File: src/rtl/fp_min_reduce.sv
// rtl/fp_min_reduce.sv - streaming min-reduction of FP packets around a combinational fp_min datapath
// Holds the fp_min datapath and the packet fold FSM that drives it.

module fp_min #(
    parameter int SIGN_W = 1,
    parameter int EXPO_W = 8,
    parameter int MANT_W = 23
) (
    input  logic [SIGN_W+EXPO_W+MANT_W-1:0] ina_i,
    input  logic [SIGN_W+EXPO_W+MANT_W-1:0] inb_i,
    input  logic [1:0]                      rnd_i,
    output logic [SIGN_W+EXPO_W+MANT_W-1:0] res_o,
    output logic [4:0]                      status_o
);
    localparam int FP_W  = SIGN_W + EXPO_W + MANT_W;
    localparam int MAG_W = EXPO_W + MANT_W;

    logic              a_sign, b_sign;
    logic [MAG_W-1:0]  a_mag, b_mag;
    logic              a_nan, b_nan, a_snan, b_snan;
    logic              a_lt_b;
    logic [FP_W-1:0]   qnan;
    // Min never rounds; the mode is carried only to keep the datapath interface uniform.
    logic              unused_rnd;

    assign unused_rnd = ^rnd_i;

    assign a_sign = ina_i[FP_W-1];
    assign b_sign = inb_i[FP_W-1];
    assign a_mag  = ina_i[MAG_W-1:0];
    assign b_mag  = inb_i[MAG_W-1:0];

    assign a_nan  = (&ina_i[MANT_W +: EXPO_W]) && (|ina_i[MANT_W-1:0]);
    assign b_nan  = (&inb_i[MANT_W +: EXPO_W]) && (|inb_i[MANT_W-1:0]);
    assign a_snan = a_nan && !ina_i[MANT_W-1];
    assign b_snan = b_nan && !inb_i[MANT_W-1];

    // -0 orders below +0 because differing signs resolve purely on the sign bit.
    always_comb begin
        a_lt_b = 1'b0;
        if (a_sign != b_sign) begin
            a_lt_b = a_sign;
        end else if (a_sign) begin
            a_lt_b = (a_mag > b_mag);
        end else begin
            a_lt_b = (a_mag < b_mag);
        end
    end

    always_comb begin
        qnan                    = '0;
        qnan[MANT_W +: EXPO_W]  = '1;
        qnan[MANT_W-1]          = 1'b1;
    end

    always_comb begin
        res_o    = inb_i;
        status_o = '0;
        status_o[4] = a_snan | b_snan;
        if (a_nan && b_nan) begin
            res_o = qnan;
        end else if (a_nan) begin
            res_o = inb_i;
        end else if (b_nan) begin
            res_o = ina_i;
        end else if (a_lt_b) begin
            res_o = ina_i;
        end else begin
            res_o = inb_i;
        end
    end
endmodule

module fp_min_reduce #(
    parameter int SIGN_W = 1,
    parameter int EXPO_W = 8,
    parameter int MANT_W = 23,
    parameter int CNT_W  = 8
) (
    input  logic                            clk,
    input  logic                            rst,
    input  logic                            in_valid,
    output logic                            in_ready,
    input  logic [SIGN_W+EXPO_W+MANT_W-1:0] in_data,
    input  logic                            in_last,
    input  logic [1:0]                      rnd,
    output logic                            out_valid,
    input  logic                            out_ready,
    output logic [SIGN_W+EXPO_W+MANT_W-1:0] out_data,
    output logic [4:0]                      out_status,
    output logic [CNT_W-1:0]                out_count
);
    localparam int FP_W = SIGN_W + EXPO_W + MANT_W;

    typedef enum logic [1:0] {
        ST_IDLE = 2'd0,
        ST_ACC  = 2'd1,
        ST_DONE = 2'd2
    } state_t;

    state_t            state_q, state_d;
    logic [FP_W-1:0]   acc_q, acc_d;
    logic [1:0]        rnd_q, rnd_d;
    logic [4:0]        status_q, status_d;
    logic [CNT_W-1:0]  count_q, count_d;
    logic [FP_W-1:0]   min_res;
    logic [4:0]        min_status;
    logic              accept;

    fp_min #(
        .SIGN_W (SIGN_W),
        .EXPO_W (EXPO_W),
        .MANT_W (MANT_W)
    ) u_fp_min (
        .ina_i    (acc_q),
        .inb_i    (in_data),
        .rnd_i    (rnd_q),
        .res_o    (min_res),
        .status_o (min_status)
    );

    assign in_ready   = !rst && (state_q != ST_DONE);
    assign out_valid  = (state_q == ST_DONE);
    assign out_data   = acc_q;
    assign out_status = status_q;
    assign out_count  = count_q;
    assign accept     = in_valid && in_ready;

    always_comb begin
        state_d  = state_q;
        acc_d    = acc_q;
        rnd_d    = rnd_q;
        status_d = status_q;
        count_d  = count_q;
        case (state_q)
            ST_IDLE: begin
                // The first element seeds the accumulator without a fold.
                if (accept) begin
                    acc_d    = in_data;
                    rnd_d    = rnd;
                    status_d = '0;
                    count_d  = CNT_W'(1);
                    state_d  = in_last ? ST_DONE : ST_ACC;
                end
            end
            ST_ACC: begin
                if (accept) begin
                    acc_d    = min_res;
                    status_d = status_q | min_status;
                    if (count_q != '1) begin
                        count_d = count_q + CNT_W'(1);
                    end
                    if (in_last) begin
                        state_d = ST_DONE;
                    end
                end
            end
            ST_DONE: begin
                if (out_ready) begin
                    state_d = ST_IDLE;
                end
            end
            default: begin
                state_d = ST_IDLE;
            end
        endcase
    end

    always_ff @(posedge clk) begin
        if (rst) begin
            state_q  <= ST_IDLE;
            acc_q    <= '0;
            rnd_q    <= '0;
            status_q <= '0;
            count_q  <= '0;
        end else begin
            state_q  <= state_d;
            acc_q    <= acc_d;
            rnd_q    <= rnd_d;
            status_q <= status_d;
            count_q  <= count_d;
        end
    end
endmodule
File: config.mk
export PLATFORM = sky130hd
export DESIGN_NAME = fp_min_reduce
export DESIGN_NICKNAME = d
export VERILOG_FILES = /design/src/rtl/fp_min_reduce.sv
export SDC_FILE = /design/constraint.sdc
export NUM_CORES = 1
export LEC_CHECK = 0
export ABC_AREA = 1
export BUFFER_PORTS_ARGS = -buffer_cell sky130_fd_sc_hd__buf_2
export CORE_MARGIN = 10
export CORE_UTILIZATION = 48
export CTS_BUF_LIST = sky130_fd_sc_hd__clkbuf_8 sky130_fd_sc_hd__clkbuf_16
export DETAILED_ROUTE_END_ITERATION = 10
export PLACE_DENSITY_LB_ADDON = 0.3
export SLEW_MARGIN = 20
export SYNTH_ARGS = -nofsm -noshare
export SYNTH_HDL_FRONTEND = slang
export SYNTH_SLANG_ARGS = --single-unit
File: constraint.sdc
create_clock -name clk -period 1.75 [get_ports clk]
set_input_delay 0.2625 -clock clk [delete_from_list [all_inputs] [get_ports clk]]
set_output_delay 0.2625 -clock clk [all_outputs]
set_load 0.005 [all_outputs]
==> impl_results.md <==
* Number of CTS-inserted buffers at 5
* Setup Viol. Count Final at 33
* CP Capture Type: flip-flop
* Static Leakage at 2.53 nW
* Die Y at between 100 and 150 um
* Worst-Skew Late Latency at approximately 0.31 ns
* Library cells used by synthesis at 32
* Post-DP Area at 0.00429 mm^2
* TNS Setup at -13.87 ns
* Minimum clock period at 2.23 ns
* Clk buf depth at 2
* Routed WL per cell at between 15 and 20 um
* Core area at between 0.006 and 0.007 mm^2
* Pwr dens at between 600 and 700 mW/mm^2
* Failing checks: setup timing
* Cells on worst reg2reg path at 19
* Reg2reg end: out_data[15]$_SDFFE_PP0P_
* Endpoints failing hold at 0
* WHS at 0.199 ns
* Via/cell ratio at approximately 5.4
* Initial antenna violation count at 0
* DIE AREA at between 0.01 and 0.015 mm^2
* GRT overflow at 0
* Routability congestion estimate at between 0.8 and 0.9
* WS Path Type: flip-flop to flip-flop
* Hold Crit Start: rst
* Setup WS post-layout at -0.481 ns
* Max Cap Violations at 0
* Fmax at between 400 and 500 MHz
* First-pass GRT wire length at about 16 mm
* CTS tree: done
* Fin util at 0.788
* Mapped Cells at 475
* Clk slew on worst S/H paths at 0.09 ns
* Pre-CTS setup slack at -0.427 ns
* #FFs+latches synth at 43
* Post-synthesis cell area at approximately 0.0031 mm^2
* Synth Area per Inst at approximately 6.6 um^2
* Status: complete, but fails checks
* WL final at between 10 and 15 mm
* Unrepaired setup endpoints after global routing: yes
* Diodes inserted at 0
* Crit path DAT at about 2.5 ns
* CTS sink count at 43
* GRT Overall Usage at 0.188
* Maximum VDD drop at about 0.48 mV
* TritonRoute pass-1 iters at 5
* Crit share post-route at 1.28
* Vias in the first global route at roughly 3700
* Port buffer count at 79
* Fin area at between 0.005 and 0.006 mm^2
* Fraction of layout cells with a size suffix above 1 at 0.480
* Required time worst endpoint at around 2.0 ns
* Hold Crit Depth at 2
* DP HPWL at between 7 and 8 mm
* Syn. warnings at 0
* Root buffer cell: clkbuf_8
* Num ports at 86
* Pins Over Slew Limit at 0
* Crit start category: flip-flop
* H-tree levels at 2
* Die W at 101 um
* Final ANT Viol Nets at 0
* Final nets at a little over 700
* Vias at about 3800
* Remaining routing DRC violations at 0
* DR iter-0 viols at approximately 240
* HP Class: input port to flip-flop
* Area added between synthesis and finish at 59.0%
* Initial core utilization at 0.496
* Crit path max fanout at 6
* Min-Delay Endpoint: out_count[1]$_SDFFE_PP0P_
* Largest net degree at the start of global routing at 33
* Row cnt at 29
* FF-to-FF setup slack at -0.48 ns
* Post-synthesis sequential area ratio at 0.273
* Final setup skew at between 0.004 and 0.005 ns
* RR Startpoint: out_data[2]$_SDFFE_PP0P_
[cell families after synthesis]
group | Yosys count | synth area share
AND/OR/NAND/NOR | 244 | 0.335
buffers and inverters | 88 | 0.122
AO/OA/AOI/OAI | 65 | 0.136
flip-flops | 43 | 0.273
adder cells (fa/ha/maj) | 32 | 0.127
XOR/XNOR | 2 | 0.00557
other | 1 | 0.00119
[critical path: stages, from the launching register on]
cell,delay (ns)
dfxtp_1,0.39
ha_4,0.22
a21oi_1,0.17
nand2_1,0.09
nand2_1,0.08
nand2_1,0.07
nand2_1,0.07
nand2_1,0.06
nand2_1,0.09
nand2_2,0.06
nand2_1,0.05
nand2_1,0.06
nand2_2,0.09
nand2_4,0.10
nand2_8,0.13
nand2_8,0.08
buf_6,0.14
nand2_2,0.06
nand2_1,0.05
nor2_1,0.11
[power by group]
part           switching, mW  internal (mW)  leakage, nW
Combinational          0.581          0.542         2.10
Clock                  0.385          0.512       0.0626
Sequential            0.0615           1.05        0.363
[synthesized netlist by cell type (all sizes together)]
master | instances | share of area
a21boi | 1 | 0.0024
inv | 67 | 0.080
ha | 32 | 0.13
clkinv | 1 | 0.0012
nand3 | 34 | 0.054
buf | 16 | 0.036
nor3 | 5 | 0.0079
nor4 | 5 | 0.0099
o21bai | 2 | 0.0048
nand4 | 12 | 0.024
o22ai | 1 | 0.0020
xor2 | 2 | 0.0056
o21ai | 16 | 0.025
a221oi | 1 | 0.0028
a21o | 2 | 0.0048
nand2 | 107 | 0.13
a211oi | 3 | 0.0072
conb | 1 | 0.0012
dfxtp | 43 | 0.27
a21oi | 38 | 0.084
a31oi | 1 | 0.0020
clkbuf | 4 | 0.0048
nor3b | 1 | 0.0040
nor2 | 80 | 0.11
[state kept, by name, summed over array words and instances (netlist names)]
register,cells
out_count,8
out_data,32
state_q,2
out_status,1
[cell type report]
type,count,area (um^2)
flip-flops and latches,43,897
inverters,68,255
well taps,77,96.3
fillers,408,1340
multi-input cells,348,2410
repair buffers,172,1220
clock inverters,2,37.5
clock buffers,6,93.8
[metal layers]
layer	wire, um	share of wire	vias up	GRT usage
met5	0	0	-	0
met4	295	0.026	0	0.0525
met3	766	0.067	34	0.0466
met2	5760	0.50	154	0.335
met1	4660	0.41	1802	0.216
li1	-	-	1853	-
[worst max path at each step]
stage,slack (ns),startpoint,end,depth (start not counted)
final,-0.48,out_data[2]$_SDFFE_PP0P_,out_data[15]$_SDFFE_PP0P_,19
after global routing,-0.59,out_data[2]$_SDFFE_PP0P_,out_data[2]$_SDFFE_PP0P_,18
after CTS,-0.27,out_data[17]$_SDFFE_PP0P_,out_data[12]$_SDFFE_PP0P_,18
after detailed placement,-0.43,in_data[18],out_data[31]$_SDFFE_PP0P_,18
after global placement,-0.38,in_data[18],out_data[5]$_SDFFE_PP0P_,18
after floorplan,-0.14,out_data[28]$_SDFFE_PP0P_,out_data[30]$_SDFFE_PP0P_,15
[metrics by stage]
| stage | power (mW) | instances |
|---|---|---|
| after detailed placement | 1.99 | 699 |
| after floorplan | 1.60 | 478 |
| after global routing | 3.29 | 716 |
| after global placement | 1.96 | 699 |
| final | 3.13 | 716 |
| after CTS | 2.95 | 709 |
[placed cells by master (no fill, tap or decap), types with 5 or more instances in the layout]
| master | count |
|---|---|
| a21oi_2 | 27 |
| nand3_2 | 8 |
| nand4_1 | 12 |
| nor2_4 | 6 |
| dfxtp_1 | 18 |
| ha_4 | 19 |
| nor2_1 | 67 |
| a21oi_1 | 9 |
| nor2_2 | 7 |
| dfxtp_2 | 23 |
| nand3_1 | 26 |
| buf_2 | 79 |
| nor3_1 | 5 |
| buf_4 | 81 |
| inv_1 | 63 |
| ha_1 | 13 |
| nand2_1 | 83 |
| o21ai_0 | 16 |
| clkbuf_8 | 5 |
| nand2_2 | 18 |
| nand2_4 | 5 |
[timing repair]
item	4_1_cts	5_1_grt
hold buffers	0	0
endpoints found under the setup margin	33	34
pin swaps	11	30
buffers inserted	1	2
gates resized for setup	36	62
gates cloned	1	5
Note: power is estimated with default switching activity, not from simulation.
